## src/rtl/pll_lock_controller.sv

```systemverilog
// pll_lock_controller
// Sequences the digital PLL loop filter: holds it cleared after enable, runs it with a
// short count limit while acquiring, and switches to a long limit once enough consecutive
// quiet measurement windows have been seen. A busy window while locked re-acquires.
module pll_lock_controller #(
  parameter int unsigned WINDOW_LEN   = 1024,
  parameter int unsigned CNT_W        = 8,
  parameter int unsigned ACQ_LIMIT    = 8,
  parameter int unsigned TRK_LIMIT    = 64,
  parameter int unsigned LOCK_MAX     = 2,
  parameter int unsigned LOCK_WINDOWS = 4,
  parameter int unsigned UNLOCK_MIN   = 8,
  parameter int unsigned SETTLE_LEN   = 16
) (
  input  logic             clk_i,
  input  logic             reset_i,
  input  logic             enable_i,
  input  logic             positiveShift_i,
  input  logic             negativeShift_i,
  output logic             filterClear_o,
  output logic [CNT_W-1:0] filterLimit_o,
  output logic             locked_o,
  output logic             lockLost_o,
  output logic [1:0]       state_o
);

  typedef enum logic [1:0] {
    ST_IDLE    = 2'd0,
    ST_CLEAR   = 2'd1,
    ST_ACQUIRE = 2'd2,
    ST_LOCKED  = 2'd3
  } state_e;

  localparam int unsigned WIN_W   = $clog2(WINDOW_LEN);
  localparam int unsigned SET_W   = (SETTLE_LEN > 1) ? $clog2(SETTLE_LEN) : 1;
  localparam int unsigned QUIET_W = $clog2(LOCK_WINDOWS + 1);

  localparam logic [WIN_W-1:0]   WIN_LAST     = WIN_W'(WINDOW_LEN - 1);
  localparam logic [SET_W-1:0]   SETTLE_LAST  = SET_W'(SETTLE_LEN - 1);
  localparam logic [QUIET_W-1:0] QUIET_TARGET = QUIET_W'(LOCK_WINDOWS);
  localparam logic [CNT_W-1:0]   CNT_MAX      = {CNT_W{1'b1}};
  localparam logic [CNT_W-1:0]   LIM_ACQ      = CNT_W'(ACQ_LIMIT);
  localparam logic [CNT_W-1:0]   LIM_TRK      = CNT_W'(TRK_LIMIT);

  // Saturating +1: the shift counter must stick at all-ones rather than wrap,
  // otherwise a very noisy window could alias to a quiet-looking count.
  function automatic logic [CNT_W-1:0] sat_inc(input logic [CNT_W-1:0] value,
                                               input logic             inc);
    logic [CNT_W-1:0] result;
    if (inc && (value != CNT_MAX)) begin
      result = value + CNT_W'(1);
    end else begin
      result = value;
    end
    return result;
  endfunction

  state_e             state_q, state_d;
  logic [SET_W-1:0]   settle_cnt_q, settle_cnt_d;
  logic [WIN_W-1:0]   win_cnt_q, win_cnt_d;
  logic [CNT_W-1:0]   shift_cnt_q, shift_cnt_d;
  logic [QUIET_W-1:0] quiet_cnt_q, quiet_cnt_d;

  logic               filter_clear_q, filter_clear_d;
  logic [CNT_W-1:0]   filter_limit_q, filter_limit_d;
  logic               locked_q, locked_d;
  logic               lock_lost_q, lock_lost_d;

  logic               pulse_s;
  logic               win_end_s;
  logic [CNT_W-1:0]   total_s;
  logic [QUIET_W-1:0] quiet_inc_s;

  // A window-end pulse belongs to the closing window, so the window total
  // folds in the current cycle's pulse before the counter is restarted.
  always_comb begin
    pulse_s     = positiveShift_i | negativeShift_i;
    win_end_s   = (win_cnt_q == WIN_LAST);
    total_s     = sat_inc(shift_cnt_q, pulse_s);
    quiet_inc_s = quiet_cnt_q + QUIET_W'(1);
  end

  // Next-state and counter update; disable overrides every transition.
  always_comb begin
    state_d      = state_q;
    settle_cnt_d = settle_cnt_q;
    win_cnt_d    = win_cnt_q;
    shift_cnt_d  = shift_cnt_q;
    quiet_cnt_d  = quiet_cnt_q;
    lock_lost_d  = 1'b0;

    if (!enable_i) begin
      state_d      = ST_IDLE;
      settle_cnt_d = {SET_W{1'b0}};
      win_cnt_d    = {WIN_W{1'b0}};
      shift_cnt_d  = {CNT_W{1'b0}};
      quiet_cnt_d  = {QUIET_W{1'b0}};
    end else begin
      case (state_q)
        ST_IDLE: begin
          state_d      = ST_CLEAR;
          settle_cnt_d = {SET_W{1'b0}};
          win_cnt_d    = {WIN_W{1'b0}};
          shift_cnt_d  = {CNT_W{1'b0}};
          quiet_cnt_d  = {QUIET_W{1'b0}};
        end

        ST_CLEAR: begin
          win_cnt_d   = {WIN_W{1'b0}};
          shift_cnt_d = {CNT_W{1'b0}};
          quiet_cnt_d = {QUIET_W{1'b0}};
          if (settle_cnt_q == SETTLE_LAST) begin
            state_d      = ST_ACQUIRE;
            settle_cnt_d = {SET_W{1'b0}};
          end else begin
            settle_cnt_d = settle_cnt_q + SET_W'(1);
          end
        end

        ST_ACQUIRE: begin
          if (win_end_s) begin
            win_cnt_d   = {WIN_W{1'b0}};
            shift_cnt_d = {CNT_W{1'b0}};
            if (32'(total_s) <= LOCK_MAX) begin
              if (quiet_inc_s >= QUIET_TARGET) begin
                state_d     = ST_LOCKED;
                quiet_cnt_d = {QUIET_W{1'b0}};
              end else begin
                quiet_cnt_d = quiet_inc_s;
              end
            end else begin
              quiet_cnt_d = {QUIET_W{1'b0}};
            end
          end else begin
            win_cnt_d   = win_cnt_q + WIN_W'(1);
            shift_cnt_d = total_s;
          end
        end

        ST_LOCKED: begin
          if (win_end_s) begin
            win_cnt_d   = {WIN_W{1'b0}};
            shift_cnt_d = {CNT_W{1'b0}};
            if (32'(total_s) >= UNLOCK_MIN) begin
              state_d      = ST_CLEAR;
              settle_cnt_d = {SET_W{1'b0}};
              quiet_cnt_d  = {QUIET_W{1'b0}};
              lock_lost_d  = 1'b1;
            end else begin
              state_d = ST_LOCKED;
            end
          end else begin
            win_cnt_d   = win_cnt_q + WIN_W'(1);
            shift_cnt_d = total_s;
          end
        end

        default: begin
          state_d      = ST_IDLE;
          settle_cnt_d = {SET_W{1'b0}};
          win_cnt_d    = {WIN_W{1'b0}};
          shift_cnt_d  = {CNT_W{1'b0}};
          quiet_cnt_d  = {QUIET_W{1'b0}};
        end
      endcase
    end
  end

  // Outputs are decoded from the next state so they change on the same edge as the state.
  always_comb begin
    filter_clear_d = 1'b1;
    filter_limit_d = LIM_ACQ;
    locked_d       = 1'b0;
    case (state_d)
      ST_IDLE: begin
        filter_clear_d = 1'b1;
        filter_limit_d = LIM_ACQ;
        locked_d       = 1'b0;
      end
      ST_CLEAR: begin
        filter_clear_d = 1'b1;
        filter_limit_d = LIM_ACQ;
        locked_d       = 1'b0;
      end
      ST_ACQUIRE: begin
        filter_clear_d = 1'b0;
        filter_limit_d = LIM_ACQ;
        locked_d       = 1'b0;
      end
      ST_LOCKED: begin
        filter_clear_d = 1'b0;
        filter_limit_d = LIM_TRK;
        locked_d       = 1'b1;
      end
      default: begin
        filter_clear_d = 1'b1;
        filter_limit_d = LIM_ACQ;
        locked_d       = 1'b0;
      end
    endcase
  end

  // State, counters and output registers; reset forces the parked IDLE values.
  always_ff @(posedge clk_i or negedge reset_i) begin
    if (!reset_i) begin
      state_q        <= ST_IDLE;
      settle_cnt_q   <= {SET_W{1'b0}};
      win_cnt_q      <= {WIN_W{1'b0}};
      shift_cnt_q    <= {CNT_W{1'b0}};
      quiet_cnt_q    <= {QUIET_W{1'b0}};
      filter_clear_q <= 1'b1;
      filter_limit_q <= LIM_ACQ;
      locked_q       <= 1'b0;
      lock_lost_q    <= 1'b0;
    end else begin
      state_q        <= state_d;
      settle_cnt_q   <= settle_cnt_d;
      win_cnt_q      <= win_cnt_d;
      shift_cnt_q    <= shift_cnt_d;
      quiet_cnt_q    <= quiet_cnt_d;
      filter_clear_q <= filter_clear_d;
      filter_limit_q <= filter_limit_d;
      locked_q       <= locked_d;
      lock_lost_q    <= lock_lost_d;
    end
  end

  assign filterClear_o = filter_clear_q;
  assign filterLimit_o = filter_limit_q;
  assign locked_o      = locked_q;
  assign lockLost_o    = lock_lost_q;
  assign state_o       = state_q;

endmodule

```

## config.mk

```make
export PLATFORM = sky130hd
export DESIGN_NAME = pll_lock_controller
export DESIGN_NICKNAME = d
export VERILOG_FILES = /design/src/rtl/pll_lock_controller.sv
export SDC_FILE = /design/constraint.sdc
export NUM_CORES = 1
export LEC_CHECK = 0
export CORE_ASPECT_RATIO = 0.9
export CORE_MARGIN = 2
export CORE_UTILIZATION = 40
export DETAILED_ROUTE_END_ITERATION = 8
export HOLD_SLACK_MARGIN = 0.15
export SETUP_SLACK_MARGIN = 0.5
export SLEW_MARGIN = 40
export SYNTH_ARGS = -nofsm -noshare
export SYNTH_HDL_FRONTEND = slang
export SYNTH_SLANG_ARGS = --single-unit
```

## constraint.sdc

```tcl
create_clock -name clk_i -period 2.1 [get_ports clk_i]
set_input_delay 0.42 -clock clk_i [delete_from_list [all_inputs] [get_ports clk_i]]
set_output_delay 0.42 -clock clk_i [all_outputs]
set_load 0.01 [all_outputs]
```

==> results.py <==
metrics = {
    "logic_synthesis": {
        "syn_avg_cell_area_um2": 10.0,
        "synth_warnings": 0,
        "ys_seq_elements": 31,
        "netlist_instances": 167,
        "netlist_area_um2": 1680,
        "seq_area_frac_synth_pct": 46.4,
        "ys_types": 48,
    },
    "setup_path": {
        "cp_data_arrival_time_ps": 2180,
        "worstSetupStartpoint": "positiveShift_i",
        "crit_required_ps": 2300,
        "r2r_slack_ps": 120,
        "reg2reg_depth": 5,
        "slowest_delay_ps": 480,
        "worst_setup_path_start_kind": "primary input",
        "r2r_start": "shift_cnt_q[0]",
        "cpMaxStageDelayCell": "o41a_1",
        "cp_max_fo": 4,
        "worstReg2RegEnd": "state_o[0]",
        "cp-end-kind": "register",
        "worstSetupPathDepth": 6,
        "crit_buf_inv": 1,
        "critPathKind": "in -> reg",
        "crit_end": "state_o[0]",
        "path_cells": "dlygate4sd2_1, o2111ai_4, nor3_4, mux2_1, o41a_1, a21oi_1",
        "critical_path.top_delay_family": "compound AO/OA/AOI/OAI gates",
    },
    "routing": {
        "antenna_left": 0,
        "wirelength_um": 3440,
        "num_vias": 1336,
        "via_per_inst": 5.34,
        "drtIter0Drc": 48,
        "wl_met2_um": 1700,
        "top_layer": "met4",
        "wl_per_cell_um": 13.8,
        "wl_met3_um": 122,
        "drt_first_pass_iters": 4,
        "met1_length_um": 1550,
        "drc": 0,
    },
    "sta": {
        "tns_ps": 0,
        "finClkSkew_ps": 3.49,
        "period_share_pct": 94.6,
        "fmax_mhz": 503,
        "fin_crit_ps": 1990,
        "setup_viol": 0,
        "hold_viol": 0,
        "finalMaxSlewViolations": 0,
        "rsz0062_at_grt": "yes",
    },
    "global_route": {
        "grt_start_max_net_pins": 32,
        "grt_pass1_vias": 1325,
        "grt_pass1_wl_um": 5920,
        "grt_use_total_pct": 16.2,
        "antenna_found_initial": 0,
        "overflow": 0,
    },
    "status": {
        "status": "finished clean",
    },
    "floorplan": {
        "num_io_pins": 18,
        "dieArea_um2": 4730,
        "die_y_um": 65.4,
        "start_util_pct": 41.5,
        "coreArea_um2": 4050,
        "die_w_um": 72.3,
        "num_rows": 22,
    },
    "cells_and_area": {
        "diodes": 0,
        "syn_to_final_growth_pct": 27.9,
        "finalNonFillerCells": 250,
        "layout-drive-gt1-share_pct": 28.7,
        "final_nets": 210,
        "final_cell_mix": "nor2_1 (23), dfrtp_1 (23), buf_4 (20)",
        "finalInstanceArea_um2": 2150,
    },
    "power_and_ir_drop": {
        "switching_share_pct": 20.9,
        "ir_worst_vdd_v": 0.000334,
        "intPower_w": 0.000918,
        "power.total_w": 0.00116,
        "p_leak_nw": 0.976,
        "p_comb_share_pct": 4.4,
        "clockPowerShare_pct": 43.6,
        "power.density_nw_per_um2": 541,
        "power_frac_seq_pct": 52.0,
        "p_sw_w": 0.000243,
    },
    "clock_tree": {
        "cts_root_buffer": "clkbuf_8",
        "cts_tree": "built",
        "clock_latency_ps": 280,
        "clk_path_buf_depth": 2,
        "clk_pin_slew_worst_paths_ps": 60,
        "cts_sinks": 31,
        "h-tree-depth": 2,
        "numCtsBuffers": 5,
        "hold_buffers": 0,
    },
    "placement": {
        "port_buffers": 11,
        "dp_hpwl_um": 2320,
        "dpl-instance-area_um2": 1910,
        "gp_congestion": 0.860,
        "dp_cells": 233,
    },
    "job": {
        "cap_violations": 0,
    },
    "worst_hold_path": {
        "min_path_type": "reg -> reg",
    },
}
[logic make-up after synthesis]
group	count (synthesis)	synth area share, %
compound gates	26	13.6
xor+xnor	11	5.74
fa+ha+maj	4	2.98
buf+inv	15	5.00
flops	31	46.4
mux	4	2.68
other cells	1	0.223
simple gates	75	23.4
[repair_timing]
item	in CTS	in global routing
setup endpoints to repair	30	31
hold endpoints to repair	0	0
pin swaps	2	6
setup buffers	6	3
resized for setup	19	11
[worst min path at each step]
stage,from,to,cells after the start
final,quiet_cnt_q[1],quiet_cnt_q[1],1
after global routing,quiet_cnt_q[1],quiet_cnt_q[1],1
after CTS,quiet_cnt_q[1],quiet_cnt_q[1],1
after detailed placement,win_cnt_q[0],win_cnt_q[0],1
after global placement,win_cnt_q[0],win_cnt_q[0],1
after floorplan,reset_i,filterLimit_o[6],0
[routing by layer]
layer,track usage [%],up-vias
met1,19.8,657
met5,0,-
met3,4.45,9
met2,26.5,24
li1,-,646
met4,7.55,0
[through the flow]
stage	util, %	setup WS [ps]	hold WS, ps
6_report	53.0	113	505
5_1_grt	53.0	44.8	535
4_1_cts	51.6	148	513
3_5_place_dp	47.3	-447	478
3_3_place_gp	47.3	-382	466
2_1_floorplan	-	239	124
[synth_stat cells, drive strengths merged]
cell | instances | area share [%]
xnor2 | 6 | 3.1
xor2 | 5 | 2.6
a311oi | 1 | 0.52
a21o | 2 | 0.89
or2 | 2 | 0.75
nor2 | 25 | 5.7
nand3 | 11 | 3.3
a21oi | 4 | 1.2
o221ai | 1 | 0.89
clkbuf | 2 | 0.45
inv | 5 | 1.1
and4 | 1 | 0.52
and2 | 2 | 0.75
o31ai | 1 | 0.45
nand4 | 1 | 0.37
a211o | 1 | 0.52
a2bb2oi | 1 | 0.52
and3 | 8 | 3.0
o41a | 1 | 0.67
nor3b | 2 | 0.89
a2111o | 1 | 0.67
nor2b | 1 | 0.37
o2bb2ai | 2 | 1.4
a211oi | 1 | 0.45
dfrtp | 29 | 43
o2111ai | 1 | 1.6
nand2 | 11 | 2.5
nor3 | 6 | 2.1
mux2 | 1 | 0.67
o2111a | 1 | 0.67
or4 | 1 | 0.67
mux2i | 3 | 2.0
nand2b | 3 | 1.1
buf | 8 | 3.4
o21ai | 5 | 1.5
nor4b | 1 | 1.4
conb | 1 | 0.22
dfstp | 2 | 3.1
a32o | 2 | 1.2
o211ai | 1 | 0.45
ha | 4 | 3.0
[power groups by stage]
stage                     Clock (W)  Combinational [W]  Sequential (W)
after global placement            0          0.0000501        0.000614
after global routing       0.000554          0.0000577        0.000603
final                      0.000505          0.0000514        0.000604
after floorplan                   0          0.0000276        0.000614
after CTS                  0.000520          0.0000506        0.000604
after detailed placement          0          0.0000511        0.000615
[registers in the layout, indices dropped and copies added (netlist names)]
register / count
settle_cnt_q: 4
lockLost_o: 1
win_cnt_q: 10
filterLimit_o: 2
shift_cnt_q: 8
filterClear_o: 1
state_o: 2
quiet_cnt_q: 3
[layout make-up]
| cell class | instances | area [um^2] |
|---|---|---|
| clock buffer | 8 | 100 |
| fill | 374 | 1900 |
| sequential | 31 | 786 |
| multi-input combinational | 126 | 906 |
| inverter | 5 | 18.8 |
| tap | 48 | 60.1 |
| timing repair buffer | 32 | 275 |
(Power assumes the default switching activity.)
